===== src/rtl/uart_rx_loader_if.sv =====
// rtl/uart_rx_loader_if.sv - byte-receive and memory-write signal bundle for uart_rx_loader
interface uart_rx_loader_if #(
  parameter int ADDR_W = 16
);
  logic              rx_done;
  logic [7:0]        rx_data;
  logic              mem_ready;
  logic              mem_we;
  logic [ADDR_W-1:0] mem_addr;
  logic [7:0]        mem_wdata;
  logic              busy;
  logic              load_done;
  logic              overflow;

  // The loader masters the memory write port and consumes uart_rx strobes
  modport master (
    input  rx_done, rx_data, mem_ready,
    output mem_we, mem_addr, mem_wdata, busy, load_done, overflow
  );

  modport slave (
    output rx_done, rx_data, mem_ready,
    input  mem_we, mem_addr, mem_wdata, busy, load_done, overflow
  );
endinterface


===== src/rtl/uart_rx_loader.sv =====
// rtl/uart_rx_loader.sv - length-prefixed UART frame loader writing payload bytes to memory
module uart_rx_loader #(
  parameter int ADDR_W    = 16,
  parameter int FIFO_LOG2 = 3
) (
  input logic             clk,
  input logic             rst,
  uart_rx_loader_if.master bus
);
  localparam int DEPTH = 1 << FIFO_LOG2;
  localparam logic [FIFO_LOG2:0] PTR_ONE = 1;

  typedef enum logic [1:0] {
    S_LEN_HI,
    S_LEN_LO,
    S_DATA,
    S_DONE
  } state_t;

  state_t            state;
  logic [7:0]        len_hi;
  logic [15:0]       len;
  logic [15:0]       rx_count;
  logic              busy_q;
  logic              load_done_q;
  logic              overflow_q;

  logic [7:0]        fifo_mem [DEPTH];
  logic [FIFO_LOG2:0] wr_ptr;
  logic [FIFO_LOG2:0] rd_ptr;
  logic [ADDR_W-1:0] wr_addr;

  logic fifo_empty;
  logic fifo_full;
  logic pop;
  logic payload_strobe;
  logic push;
  logic drop;

  assign fifo_empty = (wr_ptr == rd_ptr);
  assign fifo_full  = (wr_ptr[FIFO_LOG2] != rd_ptr[FIFO_LOG2]) &&
                      (wr_ptr[FIFO_LOG2-1:0] == rd_ptr[FIFO_LOG2-1:0]);
  assign pop        = !fifo_empty && bus.mem_ready;

  // Strobes past the announced length are not payload; this keeps the count from overshooting N
  assign payload_strobe = bus.rx_done && (state == S_DATA) && (rx_count != len);
  assign push           = payload_strobe && (!fifo_full || pop);
  assign drop           = payload_strobe && fifo_full && !pop;

  always_ff @(posedge clk) begin
    if (push) begin
      fifo_mem[wr_ptr[FIFO_LOG2-1:0]] <= bus.rx_data;
    end
  end

  always_ff @(posedge clk or posedge rst) begin
    if (rst) begin
      wr_ptr     <= '0;
      rd_ptr     <= '0;
      wr_addr    <= '0;
      overflow_q <= 1'b0;
    end else begin
      if (push) begin
        wr_ptr <= wr_ptr + PTR_ONE;
      end
      if (pop) begin
        rd_ptr  <= rd_ptr + PTR_ONE;
        wr_addr <= wr_addr + ADDR_W'(1);
      end
      if (drop) begin
        overflow_q <= 1'b1;
      end
    end
  end

  always_ff @(posedge clk or posedge rst) begin
    if (rst) begin
      state       <= S_LEN_HI;
      len_hi      <= '0;
      len         <= '0;
      rx_count    <= '0;
      busy_q      <= 1'b0;
      load_done_q <= 1'b0;
    end else begin
      case (state)
        S_LEN_HI: begin
          if (bus.rx_done) begin
            len_hi <= bus.rx_data;
            state  <= S_LEN_LO;
            busy_q <= 1'b1;
          end
        end
        S_LEN_LO: begin
          if (bus.rx_done) begin
            len      <= {len_hi, bus.rx_data};
            rx_count <= '0;
            state    <= S_DATA;
          end
        end
        S_DATA: begin
          // Frame ends only once every counted byte has also drained to memory
          if ((rx_count == len) && fifo_empty) begin
            state       <= S_DONE;
            busy_q      <= 1'b0;
            load_done_q <= 1'b1;
          end else if (payload_strobe) begin
            rx_count <= rx_count + 16'd1;
          end
        end
        S_DONE: begin
          state <= S_DONE;
        end
        default: begin
          state       <= S_LEN_HI;
          busy_q      <= 1'b0;
          load_done_q <= 1'b0;
        end
      endcase
    end
  end

  assign bus.mem_we    = !fifo_empty;
  assign bus.mem_addr  = wr_addr;
  assign bus.mem_wdata = fifo_mem[rd_ptr[FIFO_LOG2-1:0]];
  assign bus.busy      = busy_q;
  assign bus.load_done = load_done_q;
  assign bus.overflow  = overflow_q;
endmodule


===== src/flat_wrapper.sv =====
// flat-port wrapper written by rule: the top's interface ports become plain ports
module uart_rx_loader_flat 
#(
  parameter int ADDR_W    = 16,
  parameter int FIFO_LOG2 = 3
)
  (clk, rst, bus_rx_done, bus_rx_data, bus_mem_ready, bus_mem_we, bus_mem_addr, bus_mem_wdata, bus_busy, bus_load_done, bus_overflow);
  uart_rx_loader_if #(.ADDR_W(ADDR_W)) bus_i ();
  input logic clk;
  input logic rst;
  input wire logic [$bits(bus_i.rx_done)-1:0] bus_rx_done;
  input wire logic [$bits(bus_i.rx_data)-1:0] bus_rx_data;
  input wire logic [$bits(bus_i.mem_ready)-1:0] bus_mem_ready;
  output wire logic [$bits(bus_i.mem_we)-1:0] bus_mem_we;
  output wire logic [$bits(bus_i.mem_addr)-1:0] bus_mem_addr;
  output wire logic [$bits(bus_i.mem_wdata)-1:0] bus_mem_wdata;
  output wire logic [$bits(bus_i.busy)-1:0] bus_busy;
  output wire logic [$bits(bus_i.load_done)-1:0] bus_load_done;
  output wire logic [$bits(bus_i.overflow)-1:0] bus_overflow;
  assign bus_i.rx_done = bus_rx_done;
  assign bus_i.rx_data = bus_rx_data;
  assign bus_i.mem_ready = bus_mem_ready;
  assign bus_mem_we = bus_i.mem_we;
  assign bus_mem_addr = bus_i.mem_addr;
  assign bus_mem_wdata = bus_i.mem_wdata;
  assign bus_busy = bus_i.busy;
  assign bus_load_done = bus_i.load_done;
  assign bus_overflow = bus_i.overflow;
  uart_rx_loader #(.ADDR_W(ADDR_W), .FIFO_LOG2(FIFO_LOG2)) u_core (.clk(clk), .rst(rst), .bus(bus_i));
endmodule

===== config.mk =====
export PLATFORM = sky130hd
export DESIGN_NAME = uart_rx_loader_flat
export DESIGN_NICKNAME = d
export VERILOG_FILES = /design/src/rtl/uart_rx_loader_if.sv /design/src/rtl/uart_rx_loader.sv /design/src/flat_wrapper.sv
export SDC_FILE = /design/constraint.sdc
export NUM_CORES = 1
export LEC_CHECK = 0
export BUFFER_PORTS_ARGS = -buffer_cell sky130_fd_sc_hd__buf_2
export CAP_MARGIN = 10
export CORE_MARGIN = 1.5
export CORE_UTILIZATION = 30
export DETAILED_ROUTE_END_ITERATION = 8
export RECOVER_POWER = 25
export SLEW_MARGIN = 30
export SYNTH_ARGS = -nofsm -noshare
export SYNTH_HDL_FRONTEND = slang
export SYNTH_SLANG_ARGS = --single-unit
export TNS_END_PERCENT = 5

===== constraint.sdc =====
create_clock -name clk -period 3.7 [get_ports clk]
set_input_delay 0.185 -clock clk [delete_from_list [all_inputs] [get_ports clk]]
set_output_delay 0.185 -clock clk [all_outputs]
set_load 0.05 [all_outputs]

==> run summary, run 1 <==
outcome: complete, but fails checks
failing checks: capacitance limit, slew limit
CTS tree: built
Final nets: 501
drt total wl: 12.0 mm
Vias: 3631
Commonest cells post-synth: nand2_1, dfrtp_1, edfxtp_1
Post-synth EDFFs: 64
Switching Fraction: 20.6%
R2R setup slack: 1.11 ns
initial antenna violation count: 0
routing usage on met2: 20.7%
crit end category: flop
Mean Syn Cell Area: 13.4 um^2
final setup TNS: 0 ns
clk sinks: 133
leakage: 3.06 nW
Synth cell types: 53
placed cells: 725
First-pass DRT Iterations: 4
Clock Path Buffers: 2
share of layout cells above drive strength 1: 22.9%
GR peak layer: met2
Total GRT Usage: 12.8%
top-count cell post-synth: nand2_1
routed length per instance: 15.9 um
sw power: 0.000658 W
Setup-failing EPs final: 0
Hold Slack: 0.0985 ns
setup bufs post-CTS: 0
fmax: 386 MHz
prevailing post-synth register cell: dfrtp_1
H-Tree Depth: 4
critical path data arrival time: 2.64 ns
Residual DRC: 0
minimum clock period: 2.59 ns
Reg clk slew, reported paths: 0.06 ns
Flop pwr share: 48.6%
Seq cells post-synth: 133
Critical Path Start Type: flop
final worst-path cycle share: 70.0%
CTS root buf: clkbuf_16
num ports: 40
top cell type's share of synthesized area: 32.7%
Die H: 143 um
Fin. Hold Viols: 0
Comb power frac: 1.2%
RSZ-0062 raised after global routing: no
vias in the first global route: 3646
post-cts repair resize count: 0
hold crit path type: in2reg
pwr dens: 460 mW/mm^2
worst slew pin tran: 1.76 ns
Worst Clk Skew: 0.0190 ns
pin count of the biggest net entering global routing: 41
register area share after synthesis: 62.1%
critical path fanouts, max: 11
die extent in x: 143 um
Post-Synthesis Cells: 437
Synth Cell Area: 0.00587 mm^2
post-synth top area cell: edfxtp_1
Ant. Diodes: 0
vias per cell: 4.79
routability cong.: 0.845
Cell Rows: 50
total CTS buffers: 17
MaxCap Viol Count: 1
relative slew slack: -17.8%
Ys Warns: 0
Final ANT Viol Nets: 0
P&R area growth vs syn: 18.3%
Crit Path Category: reg2reg
grt met1 use: 16.3%
Clk pwr share: 50.2%
Initial DRC Count: 229
die area: 0.0204 mm^2
Required @ worst endpoint: 3.75 ns
GRT met3 Usage: 4.12%
IO buf count: 39
synth top area cells: edfxtp_1, dfrtp_1, mux4_2
first-pass GRT wire length: 19.6 mm
HPWL after DPL: 8.21 mm
Syn Nets: 453
Initial Util: 31.0%
Core ar.: 0.0190 mm^2
worst skew pair latency: 0.43 ns
worst vdd rail ir drop: 0.000258 V
P_int: 0.00254 W
Max Slew Vio Count: 41
fin cells: 758
async set-or-reset flop fraction in the synthesized netlist: 51.9%
grt total ovfl: 0
post-layout util: 36.6%
cell families after synthesis:
| group | synth area share (%) |
|---|---|
| XOR/XNOR | 6.12 |
| flip-flops | 62.1 |
| AO/OA/AOI/OAI | 2.56 |
| multiplexers | 11.1 |
| adder cells (fa/ha/maj) | 0.853 |
| buffers and inverters | 2.28 |
| AND/OR/NAND/NOR | 14.9 |
metrics by stage:
| step | area (um^2) | worst slack [ns] | total power, W |
|---|---|---|---|
| finish | 6950 | 1.11 | 0.00320 |
| global placement | 6360 | 0.986 | 0.00162 |
| detailed placement | 6360 | 0.883 | 0.00162 |
| global route | 6950 | 0.994 | 0.00330 |
| floorplan | 5870 | 1.10 | 0.00159 |
| CTS | 6950 | 0.865 | 0.00323 |
critical path, stage by stage (launching register included):
cell,delay [ns]
dfrtp_1,0.66
xor2_1,0.32
or3_4,0.20
or3b_4,0.16
nand4_1,0.19
nor2_1,0.67
routing by layer:
| layer | up-vias | part of all wire (%) |
|---|---|---|
| met5 | - | 0 |
| met4 | 0 | 0.96 |
| met3 | 13 | 4.1 |
| met2 | 81 | 50 |
| met1 | 1856 | 45 |
| li1 | 1681 | - |
final timing paths:
check                                        startpoint                            endpoint  depth (start not counted)
setup / recovery           u_core.rd_ptr[2]$_DFFE_PP0P_     u_core.fifo_mem[5][0]$_DFFE_PP_                          5
hold / removal                            bus_mem_ready        u_core.rd_ptr[0]$_DFFE_PP0P_                          3
setup reg to reg           u_core.rd_ptr[2]$_DFFE_PP0P_     u_core.fifo_mem[5][0]$_DFFE_PP_                          5
hold reg to reg            u_core.len_hi[0]$_DFFE_PP0P_           u_core.len[8]$_DFFE_PP0P_                          2
max in group asynchronous                           rst        u_core.len_hi[3]$_DFFE_PP0P_                          4
min in group asynchronous                           rst  u_core.bus.mem_addr[7]$_DFFE_PP0P_                          3
state kept, by name, indices dropped and copies added (netlist names):
| register | count |
|---|---|
| u_core.rx_count | 16 |
| u_core.bus.overflow | 1 |
| u_core.wr_ptr | 4 |
| u_core.fifo_mem | 64 |
| u_core.len_hi | 8 |
| u_core.bus.mem_addr | 16 |
| u_core.state | 2 |
| u_core.bus.busy | 1 |
| u_core.len | 16 |
| u_core.bus.load_done | 1 |
| u_core.rd_ptr | 4 |
power groups by stage:
stage                     combinational [W]  clock [W]  sequential (W)
final                             0.0000378    0.00161         0.00155
after global routing              0.0000452    0.00170         0.00155
after floorplan                   0.0000127          0         0.00158
after detailed placement          0.0000413          0         0.00158
after CTS                         0.0000421    0.00164         0.00155
after global placement            0.0000391          0         0.00158
placed cells by master, fill, tap and decap left out, drive strengths merged, types with 2 or more instances in the layout:
master / count
dfrtp: 69
and3: 9
nand2b: 5
nor3: 7
and2: 6
mux2i: 10
or3: 2
nor4: 6
a32o: 2
buf: 39
xor2: 22
nand2: 82
nor2: 9
nand4: 18
and4: 5
inv: 11
clkinv: 7
clkbuf: 29
a31oi: 2
xnor2: 19
nand3: 13
mux4: 16
mux2: 17
edfxtp: 64
ha: 4
clkinvlp: 3
cell type report:
class                           count  area (um^2)
Clock buffer                       21          472
Clock inverter                     11          100
Fill cell                        1855        12000
Inverter                           11         42.5
Multi-Input combinational cell    274         2100
Sequential cell                   133         3650
Tap cell                          260          325
Timing Repair Buffer               48          255
repair_timing:
item                                    in CTS  in global routing
hold buffers                                 1                  0
endpoints found under the setup margin       0                  0
hold endpoints to repair                    39                  0
(Power assumes the default switching activity.)
==> run 2: changes to the inputs <==
==> constraint.sdc (replaced) <==
create_clock -name clk -period 2.49 [get_ports clk]
set_input_delay 0.1245 -clock clk [delete_from_list [all_inputs] [get_ports clk]]
set_output_delay 0.1245 -clock clk [all_outputs]
set_load 0.05 [all_outputs]
==> run summary, run 2 (synthesized netlist as in run 1, its figures left out) <==
outcome: completed
critical path fanouts, max: 19
Total GRT Usage: 13.5%
relative slew slack: 15.1%
Hold Slack: 0.0426 ns
Comb power frac: 1.2%
Fin. Hold Viols: 0
P_int: 0.00382 W
Initial Util: 31.0%
Worst setup endpoint: bus_mem_wdata[3]
Ant. Diodes: 0
first-pass GRT wire length: 20.6 mm
Critical R2R Capture: u_core.state[0]$_DFFE_PP0P_
MaxCap Viol Count: 0
pwr dens: 684 mW/mm^2
Clock Path Buffers: 2
vias in the first global route: 3797
Die H: 143 um
Fill cells: 1810
setup bufs post-CTS: 0
die area: 0.0204 mm^2
Required @ worst endpoint: 2.37 ns
critical path data arrival time: 2.22 ns
crit end category: output port
Cell Rows: 50
Worst Clk Skew: 0.00605 ns
clk sinks: 133
Residual DRC: 0
Reg clk slew, reported paths: 0.06 ns
grt total ovfl: 0
RSZ-0062 raised after global routing: no
worst setup path startpoint: u_core.rd_ptr[0]$_DFFE_PP0P_
worst slew pin tran: 1.27 ns
final worst-path cycle share: 94.2%
Setup-failing EPs final: 0
Initial DRC Count: 292
Switching Fraction: 21.7%
hold crit path type: in2reg
drt total wl: 12.5 mm
most common cell after layout, fill and taps aside: nand2_1
num ports: 40
Crit Path Category: reg2out
Critical Path Start Type: flop
worst skew pair latency: 0.42 ns
routability cong.: 0.815
die extent in x: 143 um
sw power: 0.00106 W
vias per cell: 4.71
Vias: 3652
leakage: 3.16 nW
share of layout cells above drive strength 1: 25.4%
total CTS buffers: 17
most frequent cells in the layout: nand2_1, dfrtp_1, edfxtp_1
fmax: 426 MHz
pin count of the biggest net entering global routing: 39
HPWL after DPL: 8.52 mm
worst vdd rail ir drop: 0.000277 V
CTS tree: built
Final nets: 519
H-Tree Depth: 4
minimum clock period: 2.35 ns
R2R setup slack: 0.24 ns
post-layout util: 37.7%
reg2reg path depth: 6
CTS root buf: clkbuf_16
Max Slew Vio Count: 0
Final ANT Viol Nets: 0
P&R area growth vs syn: 21.6%
initial antenna violation count: 0
Largest register FFs: 64
IO buf count: 39
total power: 0.00488 W
FF+latch area: 0.00365 mm^2
Flop pwr share: 47.2%
Clk pwr share: 51.5%
footprint of the multi-input gates: 0.00212 mm^2
final setup TNS: 0 ns
RR Startpoint: u_core.rx_count[1]$_DFFE_PP0P_
First-pass DRT Iterations: 7
routed length per instance: 16.1 um
Core ar.: 0.0190 mm^2
==> run 2: cell count changes in the layout (fill, tap and decap cells not counted), moves of 2 or more <==
cell,before,now
buf_4,8,23
clkinv_2,4,0
inv_8,0,3
clkinvlp_4,2,4
inv_6,1,3
nor3_1,5,3
nor3_2,2,4
==> run 2: stage by stage <==
stage	area (um^2)	cells	worst slack (ns)
final	7140	776	0.144
after global placement	6500	742	0.118
after CTS	7140	776	0.0878
after floorplan	5880	437	0.0152
after detailed placement	6530	742	0.185
after global routing	7140	776	0.0237
==> run 2: area by class of cell <==
type,instances,area share [%]
clock inverters,14,2.35
clock buffers,18,6.01
inverters,11,0.579
flip-flops and latches,133,51.1
well taps,260,4.56
repair buffers,66,5.63
multi-input cells,274,29.8
==> run 2: worst min path at each step <==
stage	from	end	cells after the start
6_report	bus_mem_ready	u_core.rd_ptr[0]$_DFFE_PP0P_	3
5_1_grt	bus_mem_ready	u_core.rd_ptr[0]$_DFFE_PP0P_	3
4_1_cts	bus_rx_data[4]	u_core.len[4]$_DFFE_PP0P_	3
3_5_place_dp	rst	u_core.bus.load_done$_DFFE_PP0P_	2
3_3_place_gp	rst	u_core.bus.load_done$_DFFE_PP0P_	2
2_1_floorplan	bus_rx_data[0]	u_core.fifo_mem[0][0]$_DFFE_PP_	0
==> run 2: power by group through the flow <==
stage          Sequential [W]  Combinational (W)  Clock (W)
2_1_floorplan         0.00235          0.0000189          0
3_3_place_gp          0.00235          0.0000603          0
3_5_place_dp          0.00235          0.0000634          0
4_1_cts               0.00231          0.0000664    0.00257
5_1_grt               0.00230          0.0000709    0.00267
6_report              0.00231          0.0000603    0.00252
==> run 2: timing repair <==
item,4_1_cts,5_1_grt
gates resized for setup,0,0
hold buffers,2,0
endpoints found under the setup margin,0,0
hold endpoints to repair,32,0
==> run 2: layer usage <==
layer | track usage (%) | vias to the layer above | routed length [um]
li1 | - | 1718 | -
met5 | 0 | - | 0
met2 | 22.3 | 62 | 6330
met1 | 16.7 | 1853 | 5570
met4 | 6.08 | 0 | 228
met3 | 3.52 | 19 | 364
==> run 2: worst max-delay path: stages, from the launching register on <==
cell and delay [ns]:
dfrtp_1 0.37, buf_4 0.35, mux4_2 0.58, mux2_2 0.27
buf_2 0.21
